[config.mk]
export PLATFORM = sky130hd
export DESIGN_NAME = booth_mul_seq
export DESIGN_NICKNAME = d
export VERILOG_FILES = /design/src/rtl/cpu_alu_pkg.sv /design/src/rtl/booth_addsub.sv /design/src/rtl/booth_mul_seq.sv
export SDC_FILE = /design/constraint.sdc
export NUM_CORES = 1
export LEC_CHECK = 0
export CORE_MARGIN = 2
export CORE_UTILIZATION = 30
export CTS_CLUSTER_SIZE = 12
export DETAILED_ROUTE_END_ITERATION = 8
export HOLD_SLACK_MARGIN = 0.08
export PLACE_DENSITY_LB_ADDON = 0.12
export REMOVE_ABC_BUFFERS = 1
export SETUP_SLACK_MARGIN = 0.1
export SLEW_MARGIN = 20
export SYNTH_ARGS = -nofsm -noshare
export SYNTH_HDL_FRONTEND = slang
export SYNTH_HIERARCHICAL = 1
export SYNTH_SLANG_ARGS = --single-unit
[constraint.sdc]
create_clock -name clock -period 18.81 [get_ports clock]
set_input_delay 3.762 -clock clock [delete_from_list [all_inputs] [get_ports clock]]
set_output_delay 3.762 -clock clock [all_outputs]
set_load 0.03 [all_outputs]
[src/rtl/cpu_alu_pkg.sv]
// Shared CPU-G2 ALU definitions: multiplier state type, default operand width
// and the radix-2 Booth pair encodings.
package cpu_alu_pkg;

    localparam int DEFAULT_WIDTH = 32;

    typedef enum logic [1:0] {
        ST_IDLE = 2'd0,
        ST_RUN  = 2'd1,
        ST_DONE = 2'd2
    } state_t;

    // {Q[0], q_m1} pairs that act on the partial product; 00 and 11 leave it alone.
    localparam logic [1:0] BOOTH_ADD = 2'b01;
    localparam logic [1:0] BOOTH_SUB = 2'b10;

endpackage

[src/rtl/booth_addsub.sv]
// Ripple-carry add/subtract of W-bit operands; subtraction uses the inverted
// operand with a carry-in of 1.
module booth_addsub #(
    parameter int W = 33
) (
    input  logic [W-1:0] i_a,
    input  logic [W-1:0] i_b,
    input  logic         i_sub,
    output logic [W-1:0] o_sum
);

    logic [W-1:0] w_carry;
    logic [W-1:0] w_b_eff;

    assign w_carry[0] = i_sub;

    generate
        for (genvar gi = 0; gi < W; gi++) begin : g_fa
            assign w_b_eff[gi] = i_b[gi] ^ i_sub;
            assign o_sum[gi]   = i_a[gi] ^ w_b_eff[gi] ^ w_carry[gi];
            // The carry out of the top bit is dropped: the result wraps at W bits.
            if (gi < W - 1) begin : g_carry
                assign w_carry[gi+1] = (i_a[gi] & w_b_eff[gi]) |
                                       (w_carry[gi] & (i_a[gi] ^ w_b_eff[gi]));
            end
        end
    endgenerate

endmodule

[src/rtl/booth_mul_seq.sv]
// Sequential radix-2 Booth multiplier: one add/sub plus arithmetic shift per cycle,
// signed 2*WIDTH product on z_hi/z_lo. Define MUL_OVF_FLAG_EN to add the ovf output.
module booth_mul_seq
    import cpu_alu_pkg::*;
#(
    parameter int WIDTH = DEFAULT_WIDTH
) (
    input  logic             clock,
    input  logic             clear,
    input  logic             start,
    input  logic [WIDTH-1:0] multiplicand,
    input  logic [WIDTH-1:0] multiplier,
    output logic             busy,
    output logic             done,
    output logic [WIDTH-1:0] z_hi,
`ifdef MUL_OVF_FLAG_EN
    output logic [WIDTH-1:0] z_lo,
    output logic             ovf
`else
    output logic [WIDTH-1:0] z_lo
`endif
);

    localparam int CW = $clog2(WIDTH + 1);

    state_t           r_state;
    logic [WIDTH:0]   r_a;
    logic [WIDTH:0]   r_m;
    logic [WIDTH-1:0] r_q;
    logic             r_qm1;
    logic [CW-1:0]    r_count;
    logic             r_busy;
    logic             r_done;
    logic [WIDTH-1:0] r_z_hi;
    logic [WIDTH-1:0] r_z_lo;

    logic [1:0]       w_pair;
    logic             w_sub;
    logic [WIDTH:0]   w_sum;
    logic [WIDTH:0]   w_a_new;
    logic [WIDTH:0]   w_a_sh;
    logic [WIDTH-1:0] w_q_sh;
    logic             w_qm1_sh;

    assign w_pair = {r_q[0], r_qm1};
    assign w_sub  = (w_pair == BOOTH_SUB);

    booth_addsub #(.W(WIDTH + 1)) u_addsub (
        .i_a   (r_a),
        .i_b   (r_m),
        .i_sub (w_sub),
        .o_sum (w_sum)
    );

    assign w_a_new  = (w_pair == BOOTH_ADD || w_pair == BOOTH_SUB) ? w_sum : r_a;
    // Arithmetic shift of {A, Q, q_m1}: A's sign bit is replicated into the top.
    assign w_a_sh   = {w_a_new[WIDTH], w_a_new[WIDTH:1]};
    assign w_q_sh   = {w_a_new[0], r_q[WIDTH-1:1]};
    assign w_qm1_sh = r_q[0];

`ifdef MUL_OVF_FLAG_EN
    logic r_ovf;
    logic w_ovf;

    assign w_ovf = (w_a_sh[WIDTH-1:0] != {WIDTH{w_q_sh[WIDTH-1]}});
    assign ovf   = r_ovf;

    always_ff @(posedge clock or negedge clear) begin
        if (!clear) begin
            r_ovf <= 1'b0;
        end else if (r_state == ST_RUN && r_count == CW'(1)) begin
            r_ovf <= w_ovf;
        end
    end
`endif

    always_ff @(posedge clock or negedge clear) begin
        if (!clear) begin
            r_state <= ST_IDLE;
            r_a     <= '0;
            r_m     <= '0;
            r_q     <= '0;
            r_qm1   <= 1'b0;
            r_count <= '0;
            r_busy  <= 1'b0;
            r_done  <= 1'b0;
            r_z_hi  <= '0;
            r_z_lo  <= '0;
        end else begin
            case (r_state)
                ST_IDLE: begin
                    if (start) begin
                        r_a     <= '0;
                        r_q     <= multiplier;
                        r_qm1   <= 1'b0;
                        r_m     <= {multiplicand[WIDTH-1], multiplicand};
                        r_count <= CW'(WIDTH);
                        r_busy  <= 1'b1;
                        r_state <= ST_RUN;
                    end
                end
                ST_RUN: begin
                    r_a     <= w_a_sh;
                    r_q     <= w_q_sh;
                    r_qm1   <= w_qm1_sh;
                    r_count <= r_count - CW'(1);
                    if (r_count == CW'(1)) begin
                        r_z_hi  <= w_a_sh[WIDTH-1:0];
                        r_z_lo  <= w_q_sh;
                        r_busy  <= 1'b0;
                        r_done  <= 1'b1;
                        r_state <= ST_DONE;
                    end
                end
                ST_DONE: begin
                    r_done  <= 1'b0;
                    r_state <= ST_IDLE;
                end
                default: r_state <= ST_IDLE;
            endcase
        end
    end

    assign busy = r_busy;
    assign done = r_done;
    assign z_hi = r_z_hi;
    assign z_lo = r_z_lo;

endmodule

=== Word-level counts from Yosys, hierarchy flattened ===
Index checks and enable logic that the tools add are counted.

* Register bits: 172
* Input port bits: 67
* Output and inout port bits: 66
* Logic and storage cells: 240

* $add $sub $neg: 1
* Eq/ne operators: 7
* Muxes and demuxes: 17
* Bitwise operators: 195
* Reduce and logical (&&, ||, !) cells: 10

{| class="wikitable"
|+ Operator list
! operator !! count
|-
| $xor 1x1->1 || 99
|-
| $mux 33 || 2
|-
| $pmux 33 s2 || 1
|-
| $and 1x1->1 || 64
|-
| $pmux 32 s2 || 1
|-
| $mux 32 || 1
|-
| $or 1x1->1 || 32
|-
| $pmux 6 s2 || 1
|-
| $reduce_and 2->1 || 5
|-
| $eq 6x1->1 const B || 1
|-
| $mux 6 || 1
|-
| $pmux 1 s2 || 3
|-
| $sub 6x1->6 const B || 1
|-
| $eq 2x1->1 const B || 2
|-
| $eq 2x2->1 const B || 2
|-
| $mux 1 || 4
|-
| $mux 2 || 2
|-
| $ne 2x2->1 const B || 2
|-
| $pmux 2 s2 || 1
|-
| $reduce_bool 2->1 || 2
|-
| $reduce_and 3->1 || 1
|-
| $logic_not 2->1 || 1
|-
| $logic_or 1x1->1 || 1
|}

=== Logic depth before layout (Yosys ltp) ===
Gate-level depths: netlist of the first run.

* Word-level depth: 70
* Mapped depth: 43
* Depth with buffers taken out: 41

=== By module ===
Netlist of the first run, hierarchy kept.

{| class="wikitable"
|+ By module, submodules not included
! module !! instances !! cells an instance !! area each (um^2) !! sequential area each (um^2)
|-
| booth_mul_seq || 1 || 589 || 7110.6 || 4279.1
|-
| booth_addsub || 1 || 133 || 1233.7 || 0.0
|}

=== Least setup slack after synthesis of the first run ===
Ideal clock, no wire load.

* Kind: register -> register
* From: register r_q[0]
* To: register r_z_hi[31], in the netlist z_hi[31]
* Setup time: 0.125 ns
* Arrival: 13.264 ns
* Data required time: 18.685 ns
* Path slack: 5.422 ns
* Cell stages (with the launch flop): 43
* Path buffers: 2
* Period minus slack after synthesis: 13.388 ns
* Cells stage by stage: dfrtp_1 ha_1 buf_6 buf_8 xnor2_1 fa_1 fa_1 fa_1 fa_1 fa_1 fa_1 fa_1 fa_1 fa_1 fa_1 fa_1 fa_1 inv_1 (+7 left out) fa_1 fa_1 fa_1 fa_1 fa_1 fa_1 fa_1 fa_1 fa_1 fa_1 fa_1 fa_1 fa_1 xnor2_1 xnor2_1 nand2b_1 nand2_1 mux2_2

* Word-level cells in the longest chain between the ends: 69
* Elaborated cells between the ends (all ways): 167
* Those cells by class: eq/ne: 2; mux: 1; bitwise: 163; reduce/logical: 1

{| class="wikitable"
|+ Ends and longest elaborated chain
! element !! line !! text
|-
| from (decl) || booth_mul_seq.sv:29 || <nowiki>logic [WIDTH-1:0] r_q;</nowiki>
|-
| from (signal assigned) || booth_mul_seq.sv:94 || <nowiki>r_q <= multiplier;</nowiki>
|-
| from (signal assigned) || booth_mul_seq.sv:104 || <nowiki>r_q <= w_q_sh;</nowiki>
|-
| $eq 2x2->1 (*) || booth_mul_seq.sv:46 || <nowiki>assign w_sub = (w_pair == BOOTH_SUB);</nowiki>
|-
| net w_sub || booth_mul_seq.sv:38 || <nowiki>logic w_sub;</nowiki>
|-
| $xor 1x1->1 || booth_addsub.sv:19 || <nowiki>assign w_b_eff[gi] = i_b[gi] ^ i_sub;</nowiki>
|-
| $xor 1x1->1 || booth_addsub.sv:24 || <nowiki>(w_carry[gi] & (i_a[gi] ^ w_b_eff[gi]));</nowiki>
|-
| $and 1x1->1 || booth_addsub.sv:24 ||
|-
| $or 1x1->1 || booth_addsub.sv:23 || <nowiki>assign w_carry[gi+1] = (i_a[gi] & w_b_eff[gi]) |</nowiki>
|-
| $and 1x1->1 || booth_addsub.sv:24 ||
|-
| $or 1x1->1 || booth_addsub.sv:23 ||
|-
| (+55 left out) || n/a ||
|-
| $or 1x1->1 || booth_addsub.sv:23 ||
|-
| $and 1x1->1 || booth_addsub.sv:24 ||
|-
| $or 1x1->1 || booth_addsub.sv:23 ||
|-
| $and 1x1->1 || booth_addsub.sv:24 ||
|-
| $or 1x1->1 || booth_addsub.sv:23 ||
|-
| $xor 1x1->1 (*) || booth_addsub.sv:20 || <nowiki>assign o_sum[gi] = i_a[gi] ^ w_b_eff[gi] ^ w_carry[gi];</nowiki>
|-
| net w_sum[32] || booth_mul_seq.sv:39 || <nowiki>logic [WIDTH:0] w_sum;</nowiki>
|-
| $mux 33 (*) || booth_mul_seq.sv:55 || <nowiki>assign w_a_new = (w_pair == BOOTH_ADD || w_pair == BOOTH_SUB) ? w_sum : r_a;</nowiki>
|-
| to (signal assigned) || booth_mul_seq.sv:108 || <nowiki>r_z_hi <= w_a_sh[WIDTH-1:0];</nowiki>
|-
| to (decl) || booth_mul_seq.sv:34 || <nowiki>logic [WIDTH-1:0] r_z_hi;</nowiki>
|}

The timed path passes the listed nets; every way through them passes the cells marked *.
A chain may end at the register's enable or synchronous reset.

=== Worst setup path in the final report of the first run ===
Same ends and word-level chain as after synthesis.

==> metrics.md, run 1 <==
| Metric | Value |
|---|---|
| Fmax | `73.2 MHz` |
| Unique masters post-synth | `37` |
| Cells after Synth | `722` |
| Post-synthesis register bit count | `approximately 170` |
| Worst min path class | `register to register` |
| Routed len/inst | `16.5 um` |
| Starting Density | `0.303` |
| Final RePlAce weighted congestion | `0.731` |
| Crit end category | `register` |
| HP Start | `busy` |
| Largest net degree at the start of global routing | `102` |
| Final antenna-violating net count | `0` |
| Worst R2R Setup Slack | `between 5 and 6 ns` |
| Fraction of power spent switching nets | `0.410` |
| Seq pwr share | `0.306` |
| Synth top area share | `0.513` |
| # hold bufs at CTS | `0` |
| Clock Tree Root | `clkbuf_16` |
| P_leak | `4.84 nW` |
| Slowest stage delay, CP | `around 0.42 ns` |
| Yosys warns | `6` |
| Crit path DAT | `between 10 and 15 ns` |
| Total CTS buffers | `17` |
| Initial antenna violation count | `0` |
| Io pins | `133` |
| Synth top area cells | `dfrtp_1 51%, mux2_2 8.8%, fa_1 7.4%` |
| Pins Over Slew Limit | `0` |
| Die W | `about 170 um` |
| Die Area | `around 29000 sq um` |
| Critical-path maximum fanout | `4` |
| CP Buf/Inv Count | `2` |
| Reg2reg path depth | `40` |
| Post-route minimum period | `13.66 ns` |
| DP HPWL | `12.4 mm` |
| Final setup TNS | `0 ns` |
| Worst path depth | `40` |
| Worst Path Required | `19.13 ns` |
| Die extent in y | `171 um` |
| Most frequent CP cell | `fa_1` |
| Global route overflow | `0` |
| Fin crit share | `0.726` |
| Max VDD drop | `approximately 69 uV` |
| Port Buffers | `between 100 and 150` |
| Number of global-route vias before repair | `5737` |
| CP delay by family, top | `adder cells` |
| Layout cells sized above 1 | `0.164` |
| CP max-delay cell | `dfrtp_1` |
| Clock sinks | `between 150 and 200` |
| Clock buffer depth | `2` |
| Worst skew pair latency | `0.44 ns` |
| Hold Path Depth | `1` |
| Syn_area_per_cell | `11.6 sq um` |
| Fin. Hold Viols | `0` |
| H-tree lvl count | `4` |
| Synthesized area | `8340 sq um` |
| Internal power | `1.28 mW` |
| Postcts setup bufs | `0` |
| Routed vias | `5474` |
| P_sw | `0.891 mW` |
| RSZ-0062 raised after global routing | `false` |
| Clk pin slew, worst setup/hold paths | `0.07 ns` |
| Rel. slew slack | `0.330` |
| Worst Max-Slew Pin Slew | `1.00 ns` |
| TritonCTS clock tree | `done` |
| WHS Endpoint | `busy` |
| Seq/Total Area, Yosys | `0.513` |
| Residual DRC | `0` |
| Crit path kind | `register to register` |
| Vias per cell | `4.46` |
| GRT Total Usage | `0.147` |
| Max Clock Skew | `roughly 0.016 ns` |
| Cells after DPL | `1196` |
| Core area | `27600 sq um` |
| Post-synth top area cell | `dfrtp_1` |
| Worst r2r src | `r_q[0]` |
| Outcome | `complete, no violations` |
| Cell Rows | `61` |
| First drt pass iteration count | `5` |
| Non-Filler Instances | `approximately 1200` |
| Power density over the cells | `205 nW/um^2` |
| Area Growth Syn to Fin | `27.0%` |
| MaxCap Viol Count | `0` |
| First-pass GRT wire length | `33.0 mm` |
| Comb pwr share | `0.531` |
| Clock share of power | `0.163` |
| CP startpoint kind | `register` |
| Final wirelength | `20.3 mm` |
| # nets final | `938` |
| Total inserted antenna cells | `0` |
| Post_cts resized | `0` |
| Initial DRC Count | `around 290` |
| Worst R2R End | `z_hi[31]` |
| Final setup viols | `0` |
## cells in the mapped netlist
master,n
dfrtp_1,171
nand2_1,135
inv_1,73
mux2_2,65
o21ai_0,39
xnor2_1,32
a22oi_1,31
fa_1,31
a22o_1,29
clkbuf_1,29
mux2_4,23
mux2i_1,11
nor2b_1,6
a21oi_1,5
buf_1,5
buf_6,5
buf_2,3
buf_8,3
ha_1,3
nand2b_1,2
nand3_1,2
nor2_1,2
nor3_1,2
xor2_1,2
a21o_1,1
a311oi_1,1
a41oi_1,1
nand3b_1,1
nor3b_1,1
nor4_1,1
o21bai_1,1
o221a_2,1
o22ai_1,1
or3b_1,1
or3b_2,1
or4_1,1
xnor2_2,1
## flip-flops by register name, summed over array words and instances, names as in the netlist
name     count
busy         1
done         1
r_a         32
r_count      6
r_m         32
r_q         32
r_qm1        1
r_state      2
z_hi        32
z_lo        32
## worst reg2reg max path: cells and delay by family, from the launching register on
| kind | cells | cell delay (ns) |
|---|---|---|
| muxes | 1 | 0.25 |
| and+or+nand+nor | 2 | 0.14 |
| buffers and inverters | 2 | 0.13 |
| xor gates and xnor gates | 3 | 0.42 |
| DFF | 1 | 0.42 |
| adders and majority gates | 32 | 12.21 |
## power groups by stage
stage	logic, mW	clock network [mW]	registers (mW)
2_1_floorplan	0.710	0	0.772
3_3_place_gp	1.16	0	0.675
3_5_place_dp	1.17	0	0.673
4_1_cts	1.18	0.366	0.669
5_1_grt	1.30	0.383	0.693
6_report	1.15	0.354	0.666
## per-layer routing
metal  global-route usage  wire length (um)  part of all wire  vias up
met3               0.0285               763             0.038       12
li1                     -                 -                 -     2608
met4               0.0390               179            0.0088        0
met1                0.207              9840              0.49     2753
met2                0.234              9490              0.47      101
met5                    0                 0                 0        -
## placed cells by master (no fill, tap or decap), types with 4 or more instances in the layout
master,instances
clkbuf_16,17
inv_1,73
mux2_2,65
mux2i_1,11
a22oi_1,31
clkinv_8,6
inv_6,5
a22o_1,29
buf_4,9
xnor2_1,32
clkdlybuf4s50_1,131
a21oi_1,5
o21ai_0,39
dfrtp_1,171
nand2_1,135
mux2_4,23
fa_1,31
nor2b_1,4
## through the flow
stage | setup slack (ns) | util | total power, mW | hold slack, ns | area [sq um]
3_5_place_dp | 5.17 | 0.363 | 1.85 | 0.475 | 10000
5_1_grt | 4.68 | 0.385 | 2.37 | 0.519 | 10600
3_3_place_gp | 5.18 | 0.363 | 1.84 | 0.476 | 10000
2_1_floorplan | 4.58 | - | 1.48 | 0.462 | 8100
4_1_cts | 5.10 | 0.385 | 2.21 | 0.498 | 10600
6_report | 5.15 | 0.385 | 2.17 | 0.495 | 10600
## cells by family (layout without fill, tap and decap cells)
group                    after synthesis  after routing  share of synthesized area
flip-flops                           171            171                      0.513
AND/OR/NAND/NOR                      155            155                     0.0756
buffers and inverters                118            246                     0.0621
AO/OA/AOI/OAI                        110            110                     0.0907
multiplexers                          99             99                      0.142
XOR/XNOR                              35             35                     0.0376
adder cells (fa/ha/maj)               34             34                     0.0789
## final cells by class
type / instances / area (sq um)
Fill cell: 2718 / 17000
Sequential cell: 171 / 4280
Multi-Input combinational cell: 433 / 3580
Timing Repair Buffer: 141 / 1390
Tap cell: 378 / 473
Clock buffer: 17 / 425
Inverter: 73 / 274
Clock inverter: 15 / 178
## how the worst max path moves through the flow
stage	start	end	slack [ns]
2_1_floorplan	r_qm1	z_hi[31]	4.58
3_3_place_gp	r_q[0]	z_hi[31]	5.18
3_5_place_dp	r_q[0]	z_hi[31]	5.17
4_1_cts	r_q[0]	z_hi[31]	5.10
5_1_grt	r_q[0]	z_hi[31]	4.68
6_report	r_q[0]	z_hi[31]	5.15
No activity file was read; power rests on OpenSTA's default activity.
==> run 2, diff against run 1 <==
==> constraint.sdc (replaced) <==
create_clock -name clock -period 12.2 [get_ports clock]
set_input_delay 2.44 -clock clock [delete_from_list [all_inputs] [get_ports clock]]
set_output_delay 2.44 -clock clock [all_outputs]
set_load 0.03 [all_outputs]
==> metrics.md, run 2 (synthesis results as in run 1) <==
| Metric | Value |
|---|---|
| Worst R2R Setup Slack | `-0.05 ns` |
| Clk pin slew, worst setup/hold paths | `about 0.07 ns` |
| H-tree lvl count | `4` |
| Rel. slew slack | `0.359` |
| Power density over the cells | `between 300 and 400 nW/um^2` |
| Worst Max-Slew Pin Slew | `0.961 ns` |
| Worst R2R End | `z_hi[31]` |
| Final antenna-violating net count | `0` |
| Die Area | `29200 sq um` |
| Critical-path maximum fanout | `4` |
| First drt pass iteration count | `4` |
| Most common cell after layout, fill and taps aside | `dfrtp_1` |
| Cell Rows | `61` |
| Crit path DAT | `12.57 ns` |
| Final setup viols | `1` |
| DP HPWL | `12.7 mm` |
| Worst r2r src | `r_q[0]` |
| Post-route minimum period | `12.25 ns` |
| CP startpoint kind | `register` |
| Clock sinks | `171` |
| Die extent in y | `171 um` |
| Number of global-route vias before repair | `5810` |
| Area Growth Syn to Fin | `29.0%` |
| Crit end category | `register` |
| Failing checks | `setup timing` |
| TritonCTS clock tree | `done` |
| GRT Total Usage | `0.149` |
| Most frequent CP cell | `fa_2` |
| Initial DRC Count | `298` |
| Max Clock Skew | `0.0173 ns` |
| Fillcell total | `2693` |
| # hold bufs at CTS | `0` |
| Fin. Hold Viols | `0` |
| Fmax | `about 80 MHz` |
| P_leak | `4.88 nW` |
| Worst min path class | `register to register` |
| MaxCap Viol Count | `0` |
| Io pins | `133` |
| Final WS setup | `-0.0512 ns` |
| Max VDD drop | `129 uV` |
| Total CTS buffers | `17` |
| Final design utilization | `0.391` |
| Clock Tree Root | `clkbuf_16` |
| Commonest cells after routing, fill and taps aside | `171 x dfrtp_1, 135 x nand2_1, 131 x clkdlybuf4s50_1` |
| Layout cells sized above 1 | `0.214` |
| Initial antenna violation count | `1` |
| Starting Density | `0.303` |
| Die W | `171 um` |
| Vias per cell | `4.42` |
| Worst skew pair latency | `between 0.4 and 0.5 ns` |
| Outcome | `finished with violations` |
| Crit path kind | `register to register` |
| Residual DRC | `0` |
| Routed len/inst | `16.4 um` |
| RSZ-0062 raised after global routing | `true` |
| First-pass GRT wire length | `about 34 mm` |
| CP max-delay cell | `dfrtp_1` |
| Core area | `about 28000 sq um` |
| Largest net degree at the start of global routing | `64` |
| Final setup TNS | `-0.0512 ns` |
| Final RePlAce weighted congestion | `~0.72` |
| Slowest stage delay, CP | `0.41 ns` |
| CP Capture Point | `z_hi[31]` |
| # nets final | `roughly 950` |
| Worst Path Required | `12.52 ns` |
| Routed vias | `5475` |
| Global route overflow | `0` |
| Reg2reg path depth | `40` |
| Clock buffer depth | `2` |
| Fin crit share | `1.00` |
| Port Buffers | `about 130` |
| Final wirelength | `20.3 mm` |
| Worst Setup SP | `r_q[0]` |
| Pins Over Slew Limit | `0` |
run 2: final cells by class:
class | count | area, sq um | area share
well taps | 378 | 473 | 0.0439
multi-input cells | 433 | 3690 | 0.343
inverters | 73 | 274 | 0.0255
clock buffers | 17 | 425 | 0.0395
clock inverters | 15 | 149 | 0.0138
diodes | 1 | 2.50 | 0.000233
flip-flops and latches | 171 | 4280 | 0.398
repair buffers | 152 | 1470 | 0.137
run 2: worst min path at each step:
stage / startpoint / endpoint / slack, ns / cells after the start
2_1_floorplan: r_count[4] / r_count[4] / 0.46 / 1
3_3_place_gp: busy / busy / 0.47 / 1
3_5_place_dp: busy / busy / 0.47 / 1
4_1_cts: busy / busy / 0.49 / 1
5_1_grt: busy / busy / 0.51 / 1
6_report: busy / busy / 0.49 / 1
run 2: routing by layer:
layer / GRT usage / part of all wire
met2: 0.231 / 0.45
met3: 0.0340 / 0.033
met5: 0 / 0
met4: 0.0420 / 0.0082
met1: 0.210 / 0.50
run 2: stage by stage:
stage	power, mW	instances	hold WS (ns)	worst slack [ns]	area (sq um)
finish	3.43	1240	0.485	-0.0512	10800
global route	3.77	1240	0.511	-0.404	10800
CTS	3.49	1239	0.494	-0.0885	10800
detailed placement	2.87	1206	0.472	-1.48	10100
global placement	2.86	1206	0.469	-1.40	10100
floorplan	2.29	677	0.462	-2.03	8100
run 2: what timing repair did:
action | CTS | global route
setup buffers | 1 | 0
endpoints found under the hold margin | 0 | 0
endpoints found under the setup margin | 11 | 4
gates resized for setup | 35 | 1
cloned | 0 | 0
run 2: worst max-delay path: cells and delay by family (launching register included):
family	cells	cell delay [ns]
buf+inv	2	0.11
simple gates	2	0.14
mux	1	0.25
fa+ha+maj	32	10.78
flops	1	0.41
xor+xnor	3	0.42
run 2: power breakdown:
group,switching (mW),internal [mW]
sequential,0.190,0.837
clock,0.266,0.273
combinational,0.944,0.924
